[config.mk]
export PLATFORM = sky130hd
export DESIGN_NAME = imem_port_arbiter_flat
export DESIGN_NICKNAME = d
export VERILOG_FILES = /design/src/rtl/imem_port_arbiter_pkg.sv /design/src/rtl/imem_port_arbiter_if.sv /design/src/rtl/imem_port_arbiter_rsp_reg.sv /design/src/rtl/imem_port_arbiter.sv /design/src/flat_wrapper.sv
export SDC_FILE = /design/constraint.sdc
export NUM_CORES = 1
export LEC_CHECK = 0
export CAP_MARGIN = 20
export CORE_ASPECT_RATIO = 0.8
export CORE_MARGIN = 3
export CORE_UTILIZATION = 25
export CTS_CLUSTER_DIAMETER = 60
export CTS_CLUSTER_SIZE = 25
export DETAILED_ROUTE_END_ITERATION = 7
export GPL_TIMING_DRIVEN = 0
export PLACE_DENSITY = 0.67
export SETUP_SLACK_MARGIN = 0.4
export SLEW_MARGIN = 10
export SYNTH_ARGS = -nofsm -noshare
export SYNTH_HDL_FRONTEND = slang
export SYNTH_SLANG_ARGS = --single-unit
[constraint.sdc]
create_clock -name CLK -period 2.8 [get_ports CLK]
set_input_delay 0.84 -clock CLK [delete_from_list [all_inputs] [get_ports CLK]]
set_output_delay 0.84 -clock CLK [all_outputs]
set_load 0.005 [all_outputs]
[src/rtl/imem_port_arbiter_pkg.sv]
`default_nettype none
//==============================================================================
// Module      : imem_port_arbiter_pkg
// Description : Instruction-memory constants and arbiter state encoding.
// Revision    : 1.0 - initial release
//==============================================================================
package imem_port_arbiter_pkg;

    localparam int WORD_SIZE       = 19;
    localparam int IMEM_ADDR_W     = 10;
    localparam int IMEM_MAX_STREAK = 4;

    typedef enum logic [0:0] {
        IMEM_IDLE    = 1'b0,
        IMEM_RD_WAIT = 1'b1
    } imem_arb_state_e;

endpackage : imem_port_arbiter_pkg
`default_nettype wire

[src/rtl/imem_port_arbiter_if.sv]
`default_nettype none
//==============================================================================
// Module      : imem_port_arbiter_if
// Description : Fetch, loader and memory-side signals of the imem arbiter.
// Revision    : 1.0 - initial release
//==============================================================================
interface imem_port_arbiter_if
    import imem_port_arbiter_pkg::*;
#(
    parameter int ADDR_W = IMEM_ADDR_W,
    parameter int DATA_W = WORD_SIZE
) ();

    logic              fetch_req_valid;
    logic              fetch_req_ready;
    logic [ADDR_W-1:0] fetch_addr;
    logic              fetch_rsp_valid;
    logic              fetch_rsp_ready;
    logic [DATA_W-1:0] fetch_rsp_data;
    logic              load_req_valid;
    logic              load_req_ready;
    logic [ADDR_W-1:0] load_addr;
    logic [DATA_W-1:0] load_data;
    logic              mem_rd_en;
    logic              mem_wr_en;
    logic [ADDR_W-1:0] mem_addr;
    logic [DATA_W-1:0] mem_wdata;
    logic [DATA_W-1:0] mem_rdata;
    logic              busy;

    // Arbiter side
    modport slave (
        input  fetch_req_valid, fetch_addr, fetch_rsp_ready,
        input  load_req_valid, load_addr, load_data, mem_rdata,
        output fetch_req_ready, fetch_rsp_valid, fetch_rsp_data,
        output load_req_ready, mem_rd_en, mem_wr_en, mem_addr, mem_wdata, busy
    );

    // Requester / memory side
    modport master (
        output fetch_req_valid, fetch_addr, fetch_rsp_ready,
        output load_req_valid, load_addr, load_data, mem_rdata,
        input  fetch_req_ready, fetch_rsp_valid, fetch_rsp_data,
        input  load_req_ready, mem_rd_en, mem_wr_en, mem_addr, mem_wdata, busy
    );

endinterface : imem_port_arbiter_if
`default_nettype wire

[src/rtl/imem_port_arbiter_rsp_reg.sv]
`default_nettype none
//==============================================================================
// Module      : imem_rsp_reg
// Description : Capture/hold response register with valid/ready output.
// Revision    : 1.0 - initial release
//==============================================================================
module imem_rsp_reg #(
    parameter int DATA_W = 19
) (
    input  logic              clk,
    input  logic              rst,
    input  logic              i_capture,
    input  logic [DATA_W-1:0] i_data,
    input  logic              i_ready,
    output logic              o_valid,
    output logic [DATA_W-1:0] o_data
);

    logic              r_valid;
    logic [DATA_W-1:0] r_data;

    // Capture wins over consume; the arbiter never lets both happen together.
    always_ff @(posedge clk) begin
        if (rst) begin
            r_valid <= 1'b0;
            r_data  <= '0;
        end else if (i_capture) begin
            r_valid <= 1'b1;
            r_data  <= i_data;
        end else if (r_valid && i_ready) begin
            r_valid <= 1'b0;
        end
    end

    assign o_valid = r_valid;
    assign o_data  = r_data;

endmodule : imem_rsp_reg
`default_nettype wire

[src/rtl/imem_port_arbiter.sv]
`default_nettype none
//==============================================================================
// Module      : imem_port_arbiter
// Description : Single-port instruction-memory arbiter between fetch reads and
//               loader writes, with bounded loader starvation.
// Revision    : 1.0 - initial release
//==============================================================================
module imem_port_arbiter
    import imem_port_arbiter_pkg::*;
#(
    parameter int ADDR_W     = IMEM_ADDR_W,
    parameter int DATA_W     = WORD_SIZE,
    parameter int MAX_STREAK = IMEM_MAX_STREAK
) (
    input  logic               CLK,
    input  logic               RESET,
    imem_port_arbiter_if.slave bus
);

    localparam int                    c_STREAK_W   = $clog2(MAX_STREAK + 1);
    localparam logic [c_STREAK_W-1:0] c_STREAK_MAX = c_STREAK_W'(MAX_STREAK);

    imem_arb_state_e       r_state;
    imem_arb_state_e       w_state_nxt;
    logic [c_STREAK_W-1:0] r_streak;
    logic                  w_rsp_valid;
    logic [DATA_W-1:0]     w_rsp_data;
    logic                  w_fetch_elig;
    logic                  w_streak_full;
    logic                  w_fetch_grant;
    logic                  w_load_grant;
    logic                  w_capture;
    logic [ADDR_W-1:0]     w_mem_addr;
    logic [DATA_W-1:0]     w_mem_wdata;

    // Only one read outstanding: the response slot must be free or freeing now.
    assign w_fetch_elig  = !w_rsp_valid || bus.fetch_rsp_ready;
    assign w_streak_full = (r_streak == c_STREAK_MAX);
    assign w_capture     = (r_state == IMEM_RD_WAIT);

    always_ff @(posedge CLK) begin
        if (RESET) begin
            r_state <= IMEM_IDLE;
        end else begin
            r_state <= w_state_nxt;
        end
    end

    always_comb begin
        w_state_nxt   = r_state;
        w_fetch_grant = 1'b0;
        w_load_grant  = 1'b0;
        case (r_state)
            IMEM_IDLE: begin
                if (w_fetch_elig && bus.fetch_req_valid &&
                    !(bus.load_req_valid && w_streak_full)) begin
                    w_fetch_grant = 1'b1;
                    w_state_nxt   = IMEM_RD_WAIT;
                end
                w_load_grant = bus.load_req_valid && !w_fetch_grant;
            end
            IMEM_RD_WAIT: begin
                w_state_nxt  = IMEM_IDLE;
                w_load_grant = bus.load_req_valid;
            end
        endcase
        if (RESET) begin
            w_fetch_grant = 1'b0;
            w_load_grant  = 1'b0;
        end
    end

    // Loads slotted into RD_WAIT leave the streak alone, so the contested IDLE
    // slots still follow the fetch-streak/load pattern.
    always_ff @(posedge CLK) begin
        if (RESET || !bus.load_req_valid) begin
            r_streak <= '0;
        end else if (w_load_grant && (r_state == IMEM_IDLE)) begin
            r_streak <= '0;
        end else if (w_fetch_grant && !w_streak_full) begin
            r_streak <= r_streak + 1'b1;
        end
    end

    always_comb begin
        w_mem_addr  = '0;
        w_mem_wdata = '0;
        if (w_fetch_grant) begin
            w_mem_addr = bus.fetch_addr;
        end else if (w_load_grant) begin
            w_mem_addr  = bus.load_addr;
            w_mem_wdata = bus.load_data;
        end
    end

    imem_rsp_reg #(
        .DATA_W (DATA_W)
    ) u_rsp_reg (
        .clk       (CLK),
        .rst       (RESET),
        .i_capture (w_capture),
        .i_data    (bus.mem_rdata),
        .i_ready   (bus.fetch_rsp_ready),
        .o_valid   (w_rsp_valid),
        .o_data    (w_rsp_data)
    );

    assign bus.fetch_req_ready = w_fetch_grant;
    assign bus.load_req_ready  = w_load_grant;
    assign bus.mem_rd_en       = w_fetch_grant;
    assign bus.mem_wr_en       = w_load_grant;
    assign bus.mem_addr        = w_mem_addr;
    assign bus.mem_wdata       = w_mem_wdata;
    assign bus.fetch_rsp_valid = w_rsp_valid;
    assign bus.fetch_rsp_data  = w_rsp_data;
    assign bus.busy            = (r_state == IMEM_RD_WAIT) || w_rsp_valid;

endmodule : imem_port_arbiter
`default_nettype wire
[src/flat_wrapper.sv]
// flat-port wrapper written by rule: the top's interface ports become plain ports
module imem_port_arbiter_flat import imem_port_arbiter_pkg::*;
#(
    parameter int ADDR_W     = IMEM_ADDR_W,
    parameter int DATA_W     = WORD_SIZE,
    parameter int MAX_STREAK = IMEM_MAX_STREAK
)
  (CLK, RESET, bus_fetch_req_valid, bus_fetch_addr, bus_fetch_rsp_ready, bus_load_req_valid, bus_load_addr, bus_load_data, bus_mem_rdata, bus_fetch_req_ready, bus_fetch_rsp_valid, bus_fetch_rsp_data, bus_load_req_ready, bus_mem_rd_en, bus_mem_wr_en, bus_mem_addr, bus_mem_wdata, bus_busy);
  imem_port_arbiter_if #(.ADDR_W(ADDR_W), .DATA_W(DATA_W)) bus_i ();
  input  logic CLK;
  input  logic RESET;
  input wire logic [$bits(bus_i.fetch_req_valid)-1:0] bus_fetch_req_valid;
  input wire logic [$bits(bus_i.fetch_addr)-1:0] bus_fetch_addr;
  input wire logic [$bits(bus_i.fetch_rsp_ready)-1:0] bus_fetch_rsp_ready;
  input wire logic [$bits(bus_i.load_req_valid)-1:0] bus_load_req_valid;
  input wire logic [$bits(bus_i.load_addr)-1:0] bus_load_addr;
  input wire logic [$bits(bus_i.load_data)-1:0] bus_load_data;
  input wire logic [$bits(bus_i.mem_rdata)-1:0] bus_mem_rdata;
  output wire logic [$bits(bus_i.fetch_req_ready)-1:0] bus_fetch_req_ready;
  output wire logic [$bits(bus_i.fetch_rsp_valid)-1:0] bus_fetch_rsp_valid;
  output wire logic [$bits(bus_i.fetch_rsp_data)-1:0] bus_fetch_rsp_data;
  output wire logic [$bits(bus_i.load_req_ready)-1:0] bus_load_req_ready;
  output wire logic [$bits(bus_i.mem_rd_en)-1:0] bus_mem_rd_en;
  output wire logic [$bits(bus_i.mem_wr_en)-1:0] bus_mem_wr_en;
  output wire logic [$bits(bus_i.mem_addr)-1:0] bus_mem_addr;
  output wire logic [$bits(bus_i.mem_wdata)-1:0] bus_mem_wdata;
  output wire logic [$bits(bus_i.busy)-1:0] bus_busy;
  assign bus_i.fetch_req_valid = bus_fetch_req_valid;
  assign bus_i.fetch_addr = bus_fetch_addr;
  assign bus_i.fetch_rsp_ready = bus_fetch_rsp_ready;
  assign bus_i.load_req_valid = bus_load_req_valid;
  assign bus_i.load_addr = bus_load_addr;
  assign bus_i.load_data = bus_load_data;
  assign bus_i.mem_rdata = bus_mem_rdata;
  assign bus_fetch_req_ready = bus_i.fetch_req_ready;
  assign bus_fetch_rsp_valid = bus_i.fetch_rsp_valid;
  assign bus_fetch_rsp_data = bus_i.fetch_rsp_data;
  assign bus_load_req_ready = bus_i.load_req_ready;
  assign bus_mem_rd_en = bus_i.mem_rd_en;
  assign bus_mem_wr_en = bus_i.mem_wr_en;
  assign bus_mem_addr = bus_i.mem_addr;
  assign bus_mem_wdata = bus_i.mem_wdata;
  assign bus_busy = bus_i.busy;
  imem_port_arbiter #(.ADDR_W(ADDR_W), .DATA_W(DATA_W), .MAX_STREAK(MAX_STREAK)) u_core (.CLK(CLK), .RESET(RESET), .bus(bus_i));
endmodule
==> results of run 1 <==
==> critical path, cell delays in order <==
cell	delay [ns]
buf_6	0.07
nand2b_4	0.10
buf_6	0.11
a41oi_4	0.11
buf_12	0.16
buf_6	0.11
buf_6	0.13
a22o_4	0.25
buf_6	0.11
==> cell type report <==
type / instances / area share, %
Buffer: 13 / 4.55
Clock buffer: 4 / 1.85
Inverter: 4 / 0.506
Multi-Input combinational cell: 93 / 28.4
Sequential cell: 24 / 16.2
Tap cell: 60 / 2.53
Timing Repair Buffer: 134 / 46.0
==> sequential cells by signal (all words and copies together) (netlist names) <==
register / flops
u_core.r_streak: 3
u_core.u_rsp_reg.o_data: 19
u_core.r_state: 1
u_core.u_rsp_reg.o_valid: 1
==> power breakdown <==
part           internal (mW)  switching, mW  leakage, nW  total [mW]
Combinational          0.226          0.100         1.03       0.326
Clock                  0.126          0.112       0.0288       0.237
Sequential             0.356        0.00813        0.196       0.364
==> per-layer routing <==
metal  part of all wire [%]  vias to the layer above  wire length [um]  GRT usage, %
met4                      0                        0                 0          1.04
li1                       -                      742                 -             -
met3                     11                        0               530          5.01
met2                     48                       75              2220          24.4
met1                     40                      688              1860          17.9
met5                      0                        -                 0             0
==> stage by stage <==
stage	hold WS [ns]	instances	util (%)
after floorplan	0.466	134	-
after global placement	0.471	309	55.7
after detailed placement	0.481	309	55.7
after CTS	0.503	330	61.5
after global routing	0.541	332	62.0
final	0.500	332	62.0
==> cell usage in the layout (no fill, tap or decap), types with 2 or more instances in the layout <==
master,count
clkdlybuf4s15_2,5
nand4_1,2
a211oi_1,3
nand2b_4,2
buf_8,3
inv_1,4
a22o_4,10
and2_4,18
buf_2,3
o31ai_1,2
clkdlybuf4s50_1,78
clkbuf_8,4
buf_4,11
mux2i_1,19
buf_6,43
dfxtp_1,24
nor2_1,19
==> how the worst max path moves through the flow <==
stage	start	to	slack (ns)	depth (start not counted)
2_1_floorplan	RESET	bus_mem_addr[0]	0.33	5
3_3_place_gp	bus_fetch_req_valid	bus_mem_addr[6]	-0.66	5
6_report	bus_fetch_rsp_ready	bus_mem_addr[9]	-0.04	9
4_1_cts	bus_fetch_rsp_ready	bus_mem_addr[9]	-0.03	9
5_1_grt	bus_fetch_rsp_ready	bus_mem_addr[9]	-0.08	9
3_5_place_dp	bus_fetch_req_valid	bus_mem_addr[9]	-0.67	5
==> timing repair <==
item                                    CTS  global route
endpoints found under the hold margin     0             0
gates resized for setup                 188             2
buffers inserted                         14             2
cloned                                    3             0
endpoints found under the setup margin   34            33
pin swaps                                 3             0
==> kinds of logic after synthesis <==
kind of cell,Yosys count
AND/OR/NAND/NOR,51
buffers and inverters,17
multiplexers,19
flip-flops,24
adder cells (fa/ha/maj),2
AO/OA/AOI/OAI,21
==> metrics.cfg, run 1 <==
[run_status]
status = finished, violations left
violations = negative setup slack

[route]
drt_iter0_markers = 34
drt_wl_total_mm = 4.61
wl_per_cell_um = 13.9
drcViolationCount = 0
drt-pass1-iter-count = 4
vias = 1505
vias_per_cell = 4.53
drtAntennaViolNets = 0

[worst_hold_path]
hold_start = u_core.u_rsp_reg.o_data[2]$_SDFFE_PP0P_
min_path_type = flop to flop
hold_path_end = u_core.u_rsp_reg.o_data[2]$_SDFFE_PP0P_
hold_depth = 2

[logic_synthesis]
yosysMostFrequentCell = dfxtp_1
seq_area_frac_synth_pct = 36.9
synthDominantCellAreaShare_pct = 36.9
synth_ff_type = dfxtp_1
synth_common_cells = 24 x dfxtp_1, 19 x and2_1, 19 x mux2i_1, 19 x nor2_1, 10 x a22o_2
netlist_area_mm2 = 0.00130
synth_compound_area_share_pct = 15.7
yosys_warnings = 0
yosys.area.top_type = dfxtp_1
synth_top_family_by_area = simple AND/OR/NAND/NOR gates
synth_edf_count = 0
synth-simple-area-share_pct = 22.2
ys_async_sr_fraction_pct = 0
synth_cells = 134
synth_fp_nets = 199
synth.distinct_cells = 31
ys_top_cells_by_area = dfxtp_1 37%, mux2i_1 15%, and2_1 9.1%, a22o_2 7.7%, nor2_1 5.5%
synth-xor-area-share_pct = 0
synth.avg_cell_area_um2 = 9.71
yosys.area_share.adder_pct = 1.92
ys_seq_elements = 24
synthMuxAreaShare_pct = 14.6

[power_and_ir_drop]
finalPower_uw = 928
p_leak_nw = 1.26
power_density_mw_per_mm2 = 313
vdd_drop_max_uv = 298

[floorplanning]
die_w_um = 86.7
dieArea_mm2 = 0.00611
ios = 117
initial_core_util_pct = 27.2
core_area_mm2 = 0.00479
rows = 22
die_y_um = 70.5

[global_routing]
grt_pass1_wl_mm = 7.12
grt_max_degree = 14
grt_pass1_vias = 1451
grtUsageTotal_pct = 14.2
grt_overflow_total = 0
antenna_found_initial = 0

[clocking]
clkSinkCount = 24
hold_buffers = 0
cts_buffers = 3
h-tree-depth = 1
cts_tree = done
clk_pin_slew_worst_paths_ns = 0.09
cts.root.buffer_cell = clkbuf_8
clockBufferDepth = 2
clk_latency_ns = 0.27

[finish]
syn2layout_area_growth_pct = 128
nets = 338
fillers = 431
antennaDiodeCount = 0
design_area_mm2 = 0.00297
multiInputGateArea_um2 = 843
final-seq-area_um2 = 480
drive_above_1_share_pct = 39.0

[timing]
rsz0062_at_grt = true
postLayoutSetupSlackWorst_ns = -0.0359
finalSetupViolCount = 10
fmax_ghz = 0.353
period_needed_ns = 2.84
drv_slew = 0
clock_skew_ns = 0.00469
tightest_slew_ns = 0.440
timing.slew.headroom_pct = 70.7
min_period_over_period_pct = 101
hold_violations = 0
fin_tns_setup_ns = -0.176

[setup_path]
r2r-end = u_core.r_streak[0]$_SDFFE_PP0P_
crit_required_ns = 1.96
worst-r2r-cell-count = 5
cp-start-kind = input port
r2r-start = u_core.r_streak[0]$_SDFFE_PP0P_
crit_path_end_kind = output pin
critPathArrivalTime_ns = 2.00
critPathMaxFanout = 5
worst-setup-path-type = input port to output pin
rrSetupSlack_ns = 1.35

[flow_run]
cap_violations = 0

[place]
post-place-ws_ns = -0.675
port_buffers = 115
place_area_mm2 = 0.00267
hpwl_mm = 3.52
gp_congestion = 0.744

(Power assumes the default switching activity.)
==> run 2: changes to the inputs <==
CORE_ASPECT_RATIO = not set   (was 0.8)
==> run 2 against run 1 <==
The run still ends with negative setup slack left. Utilization is 0.19 points higher. Maximum frequency is 0.51% higher. Worst setup slack better by 0.014 ns. Total power grew 7.8%. Die area is essentially flat. First-iteration DRC count down 24%.
==> metrics.cfg, run 2 (synthesized netlist as in run 1, its figures left out) <==
[run_status]
status = finished, violations left
violations = negative setup slack

[floorplanning]
ios = 117  ; unchanged
die_w_um = 78.1  ; -9.8%
core_area_mm2 = 0.00488  ; +1.9%
die_y_um = 78.1  ; +11%
rows = 25  ; +14%
initial_core_util_pct = 26.7  ; -0.50 points
dieArea_mm2 = 0.00611  ; about the same

[finish]
syn2layout_area_growth_pct = 133
drive_above_1_share_pct = 38.7  ; -0.31 points
multiInputGateArea_um2 = 846  ; +0.30%
nets = 335  ; -0.89%
largest_register_ffs = 19  ; unchanged
final_common_cell = clkdlybuf4s50_1
fillers = 419  ; -2.8%
final-seq-area_um2 = 480  ; unchanged
antennaDiodeCount = 0  ; unchanged
final_cell_mix = 78 x clkdlybuf4s50_1, 44 x buf_6, 24 x dfxtp_1

[timing]
fin_tns_setup_ns = -0.0640  ; +0.112 ns
postLayoutSetupSlackWorst_ns = -0.0214  ; +0.0145 ns
hold_violations = 0  ; unchanged
period_needed_ns = 2.82  ; -0.0145 ns
fmax_ghz = 0.354  ; +0.51%
rsz0062_at_grt = true
timing.slew.headroom_pct = 69.3  ; -1.4 points
min_period_over_period_pct = 101  ; -0.52 points
drv_slew = 0  ; unchanged
finalSetupViolCount = 6  ; -4
tightest_slew_ns = 0.460  ; +0.0203 ns
clock_skew_ns = 0.00403  ; -0.000658 ns

[global_routing]
grtUsageTotal_pct = 15.1  ; +0.90 points
grt_overflow_total = 0  ; unchanged
grt_max_degree = 15  ; +1
antenna_found_initial = 1  ; +1
grt_pass1_vias = 1456  ; +0.34%
grt_pass1_wl_mm = 7.40  ; +3.9%

[clocking]
cts_tree = done
hold_buffers = 0  ; unchanged
clk_latency_ns = 0.26  ; about the same
h-tree-depth = 1  ; unchanged
cts.root.buffer_cell = clkbuf_8
clockBufferDepth = 2  ; unchanged
clkSinkCount = 24  ; unchanged
cts_buffers = 3  ; unchanged
clk_pin_slew_worst_paths_ns = 0.08  ; about the same

[route]
wl_per_cell_um = 14.6  ; +5.1%
vias_per_cell = 4.44  ; -2.1%
drt-pass1-iter-count = 4  ; unchanged
drt_wl_total_mm = 4.91  ; +6.4%
drcViolationCount = 0  ; unchanged
drt_iter0_markers = 26  ; -24%
drtAntennaViolNets = 0  ; unchanged
vias = 1491  ; -0.93%

[setup_path]
critPathMaxFanout = 5  ; unchanged
critPathArrivalTime_ns = 1.98  ; -0.02 ns
crit_required_ns = 1.96  ; about the same
crit_path_end_kind = output pin
cp_cell_sequence = buf_6 > nand2b_4 > buf_6 > a41oi_4 > buf_12 > buf_12 > buf_8 > a22o_4 > buf_6
critPathMaxStageDelay_ns = 0.25  ; about the same
cp-start-kind = input port
cpMostUsedCell = buf_6
cp_top_family = buffers and inverters
critPathBufInv = 6  ; unchanged
cpMaxStageDelayCell = a22o_4
worst-setup-path-type = input port to output pin

[flow_run]
cap_violations = 0  ; unchanged

[place]
port_buffers = 115  ; unchanged
hpwl_mm = 3.58  ; +1.8%
gp_congestion = 0.736  ; -1.0%

[power_and_ir_drop]
p_leak_nw = 1.28  ; +1.8%
finalPower_mw = 1.00  ; +7.8%
power_density_mw_per_mm2 = 330  ; +5.5%
vdd_drop_max_uv = 396  ; +33%

[worst_hold_path]
min_path_type = flop to flop

## run 2: metrics by stage
step	setup WS [ns]	cell area (um^2)	cells	util, %	hold WS [ns]
after floorplan	0.327	1440	134	-	0.466
after global placement	-0.663	2680	316	54.8	0.471
after detailed placement	-0.647	2680	316	54.8	0.480
after CTS	-0.0211	2990	332	61.2	0.500
after global routing	-0.0549	3030	336	62.2	0.526
final	-0.0214	3030	336	62.2	0.491
## run 2: cell type report
class                   count  area share [%]
flip-flops and latches     24            15.8
clock buffers               3            1.36
multi-input cells          93            27.9
clock inverters             1           0.990
well taps                  67            2.76
inverters                   4           0.495
plain buffers              13            4.87
repair buffers            131            45.8
## run 2: tightest hold or removal path: cells and delay by family, from the launching register on
kind             cells  cell delay (ns)
multiplexers         1             0.06
flip-flops           1             0.33
AND/OR/NAND/NOR      1             0.07
## run 2: path summary, 6_finish.rpt
kind                                             from                                  endpoint  slack, ns  depth (start not counted)
max                               bus_fetch_rsp_ready                           bus_mem_addr[1]      -0.02                          9
min          u_core.u_rsp_reg.o_data[10]$_SDFFE_PP0P_  u_core.u_rsp_reg.o_data[10]$_SDFFE_PP0P_       0.49                          2
max reg2reg           u_core.r_streak[0]$_SDFFE_PP0P_           u_core.r_streak[0]$_SDFFE_PP0P_       1.35                          5
min reg2reg  u_core.u_rsp_reg.o_data[10]$_SDFFE_PP0P_  u_core.u_rsp_reg.o_data[10]$_SDFFE_PP0P_       0.49                          2
## run 2: power by group
group	leakage, nW	internal, mW	switching, mW	total (mW)
sequential	0.196	0.356	0.00796	0.364
combinational	1.05	0.234	0.105	0.339
clock	0.0357	0.191	0.106	0.297
total	1.28	0.782	0.219	1.00
## run 2: per-layer routing
layer,wire length (um),part of all wire [%],vias up,global-route usage [%]
met3,575,12,4,6.31
met1,2090,43,657,18.2
met5,20,0.41,-,0
li1,-,-,733,-
met4,18,0.37,2,3.67
met2,2210,45,95,24.9
## run 2: repair_timing
action | in CTS | in global routing
pin swaps | 4 | 1
buffers inserted | 9 | 4
gates resized for setup | 199 | 4
cloned | 3 | 0
endpoints found under the hold margin | 0 | 0
setup endpoints to repair | 34 | 33
==> run 3: changes to the inputs <==
REMOVE_ABC_BUFFERS = 1   (was not set)
clock period = 3.6 ns   (was 2.8 ns; I/O delays follow)
==> run 3 against run 2 <==
Utilization is 4.1 points lower. The flow now finishes without violations. Cell area fell by 6.5%. Worst setup slack improved by 0.34 ns. Sequential cell count unchanged.
==> metrics.cfg, run 3 (synthesized netlist as in run 1, its figures left out) <==
[run_status]
status = finished clean

[setup_path]
critPathArrivalTime_ns = 2.20  ; +0.22 ns
crit_path_end_kind = output pin
cp-start-kind = input port
crit_required_ns = 2.52  ; +0.56 ns
critPathMaxFanout = 6  ; +1
worst-setup-path-type = input port to output pin

[global_routing]
use_met1_pct = 21.5  ; +3.3 points
grt_pass1_wl_mm = 8.29  ; +12%
grt_busiest_layer = met2
grtUsageTotal_pct = 17.3  ; +2.2 points
met3_usage_pct = 5.62  ; -0.69 points
met2_usage_pct = 28.4  ; +3.5 points
grt_max_degree = 27  ; +12
antenna_found_initial = 0  ; -1
grt_pass1_vias = 1529  ; +5.0%
grt_overflow_total = 0  ; unchanged

[route]
drt_wl_total_mm = 5.62  ; +15%
drt-pass1-iter-count = 4  ; unchanged
wl_per_cell_um = 17.0  ; +16%
drtAntennaViolNets = 0  ; unchanged
vias = 1537  ; +3.1%
drt_iter0_markers = 24  ; -7.7%
vias_per_cell = 4.64  ; +4.6%
drcViolationCount = 0  ; unchanged

[timing]
timing.slew.headroom_pct = 71.4  ; +2.1 points
fmax_ghz = 0.305
fin_tns_setup_ns = 0  ; +0.0640 ns
hold_violations = 0  ; unchanged
drv_slew = 0  ; unchanged
clock_skew_ns = 0.00760  ; +0.00357 ns
rsz0062_at_grt = true
finalSetupViolCount = 0  ; -6
tightest_slew_ns = 0.429  ; -0.0312 ns
period_needed_ns = 3.28
min_period_over_period_pct = 91.1

[clocking]
h-tree-depth = 1  ; unchanged
cts.root.buffer_cell = clkbuf_8
hold_buffers = 0  ; unchanged
cts_tree = done
cts_buffers = 3  ; unchanged
clockBufferDepth = 2  ; unchanged
clk_latency_ns = 0.26  ; about the same
clk_pin_slew_worst_paths_ns = 0.09  ; about the same
clkSinkCount = 24  ; unchanged

[power_and_ir_drop]
p_leak_nw = 1.20  ; -6.5%
power_density_mw_per_mm2 = 266  ; -19%
power_frac_comb_pct = 30.5  ; -3.4 points
p_int_uw = 586  ; -25%
power.clock.fraction_pct = 30.9  ; +1.2 points
swShare_pct = 22.3  ; +0.48 points
seqPwrFrac_pct = 38.6  ; +2.2 points
finalPower_uw = 754  ; -25%
p_sw_uw = 168  ; -23%
vdd_drop_max_uv = 185  ; -53%

[floorplanning]
dieArea_mm2 = 0.00611  ; unchanged
die_y_um = 78.1  ; unchanged
die_w_um = 78.1  ; unchanged
ios = 117  ; unchanged
core_area_mm2 = 0.00488  ; unchanged
initial_core_util_pct = 26.7  ; unchanged
rows = 25  ; unchanged

[finish]
syn2layout_area_growth_pct = 118
fin_cells = 331  ; -1.5%
final_common_cell = clkdlybuf4s50_1
design_area_mm2 = 0.00284  ; -6.5%
largest_register_ffs = 19  ; unchanged
nets = 330  ; -1.5%
drive_above_1_share_pct = 34.1  ; -4.6 points
antennaDiodeCount = 0  ; unchanged
final_cell_mix = 79 x clkdlybuf4s50_1, 23 x dfxtp_1, 21 x buf_6, 19 x mux2i_1, 19 x nor2_1

[place]
gp_congestion = 0.710  ; -3.6%
dp_cells = 304  ; -3.8%
port_buffers = 116  ; +0.87%
hpwl_mm = 3.57  ; -0.29%
place_area_mm2 = 0.00245  ; -8.5%

[worst_hold_path]
min_path_type = flop to flop

[flow_run]
cap_violations = 0  ; unchanged

==> run 3: cell types whose count changed in the layout (fill, tap and decap cells not counted), moves of 3 or more <==
cell / before / now
buf_8: 4 / 0
a22o_2: 0 / 10
buf_2: 2 / 15
buf_6: 44 / 21
a22o_4: 10 / 0
and2_4: 19 / 13
and2_1: 0 / 6
dlygate4sd2_1: 1 / 4
buf_4: 8 / 11
==> run 3: layer usage <==
layer / part of all wire, % / up-vias
li1: - / 732
met1: 44 / 706
met2: 44 / 93
met3: 9.4 / 6
met4: 2.1 / 0
met5: 0 / -
==> run 3: cell type report <==
type / instances / area, um^2
tap: 67 / 83.8
fill: 440 / 2040
multi-input combinational: 94 / 778
timing repair buffer: 138 / 1400
inverter: 4 / 15.0
clock inverter: 1 / 30.0
clock buffer: 3 / 41.3
sequential: 24 / 484
==> run 3: worst max-delay path, cell delays in order <==
cell	delay, ns
buf_6	0.09
nand2b_4	0.14
buf_6	0.13
a41oi_4	0.23
clkbuf_16	0.20
buf_6	0.09
and2_4	0.14
buf_6	0.09
==> run 3: per-stage QoR <==
stage          utilization [%]  hold slack (ns)  setup slack (ns)
2_1_floorplan                -            0.466             0.399
3_3_place_gp              50.2            0.472             -1.35
3_5_place_dp              50.2            0.483             -1.32
4_1_cts                   56.3            0.503             0.375
5_1_grt                   58.1            0.535             0.291
6_report                  58.1            0.495             0.319
==> run 3: repair_timing <==
action                     4_1_cts  5_1_grt
pin swaps                       12        2
setup endpoints to repair       33       24
hold endpoints to repair         0        0
gates resized for setup        167       19
cloned                           4        0
setup buffers                   17        2
==> run 3: power groups by stage <==
stage | logic, mW | clock network, mW | registers (mW)
floorplan | 0.0507 | 0 | 0.296
global placement | 0.190 | 0 | 0.297
detailed placement | 0.190 | 0 | 0.297
CTS | 0.220 | 0.240 | 0.291
global route | 0.244 | 0.252 | 0.294
finish | 0.230 | 0.233 | 0.291
==> run 3: worst paths after layout <==
check,slack (ns),to,from,cells past startpoint
max,0.32,bus_mem_wdata[12],bus_fetch_rsp_ready,8
min,0.49,u_core.u_rsp_reg.o_data[14]$_SDFFE_PP0P_,u_core.u_rsp_reg.o_data[14]$_SDFFE_PP0P_,2
max reg2reg,2.08,u_core.r_streak[1]$_SDFFE_PP0P_,u_core.r_streak[0]$_SDFFE_PP0P_,5
min reg2reg,0.49,u_core.u_rsp_reg.o_data[14]$_SDFFE_PP0P_,u_core.u_rsp_reg.o_data[14]$_SDFFE_PP0P_,2
==> RTL edit (flow settings as in run 1) <==
Reset style: asynchronous (`RESET` and `rst`), changed in 2 clocked blocks.
--- a/src/rtl/imem_port_arbiter_rsp_reg.sv
+++ b/src/rtl/imem_port_arbiter_rsp_reg.sv
@@ -21,5 +21,5 @@
 
     // Capture wins over consume; the arbiter never lets both happen together.
-    always_ff @(posedge clk) begin
+    always_ff @(posedge clk or posedge rst) begin
         if (rst) begin
             r_valid <= 1'b0;
--- a/src/rtl/imem_port_arbiter.sv
+++ b/src/rtl/imem_port_arbiter.sv
@@ -39,5 +39,5 @@
     assign w_capture     = (r_state == IMEM_RD_WAIT);
 
-    always_ff @(posedge CLK) begin
+    always_ff @(posedge CLK or posedge RESET) begin
         if (RESET) begin
             r_state <= IMEM_IDLE;
Function: differs if RESET is asserted again (counterexample within 4 cycles, from zero or initial values and one cycle with RESET high); with RESET held inactive, the same outputs for 10 cycles.
==> RTL edit against run 1 <==
Sequential cell count unchanged; worst setup slack improved by 41 ps; maximum frequency up 1.5%; wire length increased by 11%; largest cell class unchanged; count of clock-buffer cells in the layout is the same; sequential share of layout area increased by 3.2 points; critical path type unchanged; synthesized area is 4.8% higher; largest power group is now combinational logic; total power grew 31%; core utilization fell by 3.4 points; clock skew rose by 0.51 ps; highest routed layer is now met4; die area grew 4.4%; final area is 1.6% higher; combinational power increased by 63%.
==> RTL edit: results <==
[global_route]
grt_use_met1 = 0.184
grt_pass1_wl_mm = 7.40
grt_use_total = 0.146
grt_use_met2 = 0.238

[drt]
met3_wirelength_um = 638
wl_per_cell_um = 15.3
vias_per_cell = 4.49
top_layer = met4
drtIter0Drc = 44
wl_met1_mm = 2.19
wl_met2_mm = 2.27

[yosys]
synth_cell_types = 27
yosys.area_share.adder = 0.0183
synth-compound-area-share = 0.103
synth_common_cells = 30 x and2_1, 21 x dfrtp_1, 19 x mux2_2, 10 x a32o_1, 4 x inv_1
seq_area_frac_synth = 0.429

[timing]
fmax_mhz = 358
relSlewSlack = 0.791
whs_ps = 496

[status]
outcome = finished, final reports clean

[placed_design]
placed_area_mm2 = 0.00262
routabilityCongestion = 0.738
dp_hpwl_mm = 3.31
dp_slack_ps = -727
numPortBuffers = 116

[power]
max-vdd-ir-drop_uv = 316
leakagePower_uw = 0.00133

[layout]
drive_gt1_frac = 0.460

[critical_path]
reg2reg_slack_ps = 1390
cp_slowest_cell = a32o_1
endpoint = bus_mem_addr[5]
reg2reg_to = u_core.r_state
arrival_ps = 1950
reg2regPathDepth = 7

[min_path]
hold_path.startpoint = u_core.r_streak[1]
min_to = u_core.r_streak[1]
RTL edit: report_power, final:
| part | switching, uW | leakage [uW] | internal (uW) |
|---|---|---|---|
| sequential | 34.1 | 0.000271 | 411 |
| combinational | 159 | 0.00103 | 372 |
| clock | 111 | 0.0000288 | 125 |
RTL edit: what timing repair did:
item,CTS,global route
resized for setup,194,25
setup buffers,25,1
setup endpoints to repair,34,33
gates cloned,3,0
hold buffers,0,0
pin swaps,27,5
RTL edit: cell type report:
class / instances / area share
multi-input combinational: 85 / 0.256
sequential: 24 / 0.194
tap: 62 / 0.0257
clock buffer: 4 / 0.0182
inverter: 4 / 0.00498
timing repair buffer: 145 / 0.464
buffer: 10 / 0.0369
RTL edit: logic make-up (layout without fill, tap and decap cells):
kind of cell	count (synthesis)	in the layout
AOI/OAI and AO/OA	16	16
adders and majority gates	2	2
buffers and inverters	14	163
DFF	24	24
muxes	19	19
and+or+nand+nor	48	48
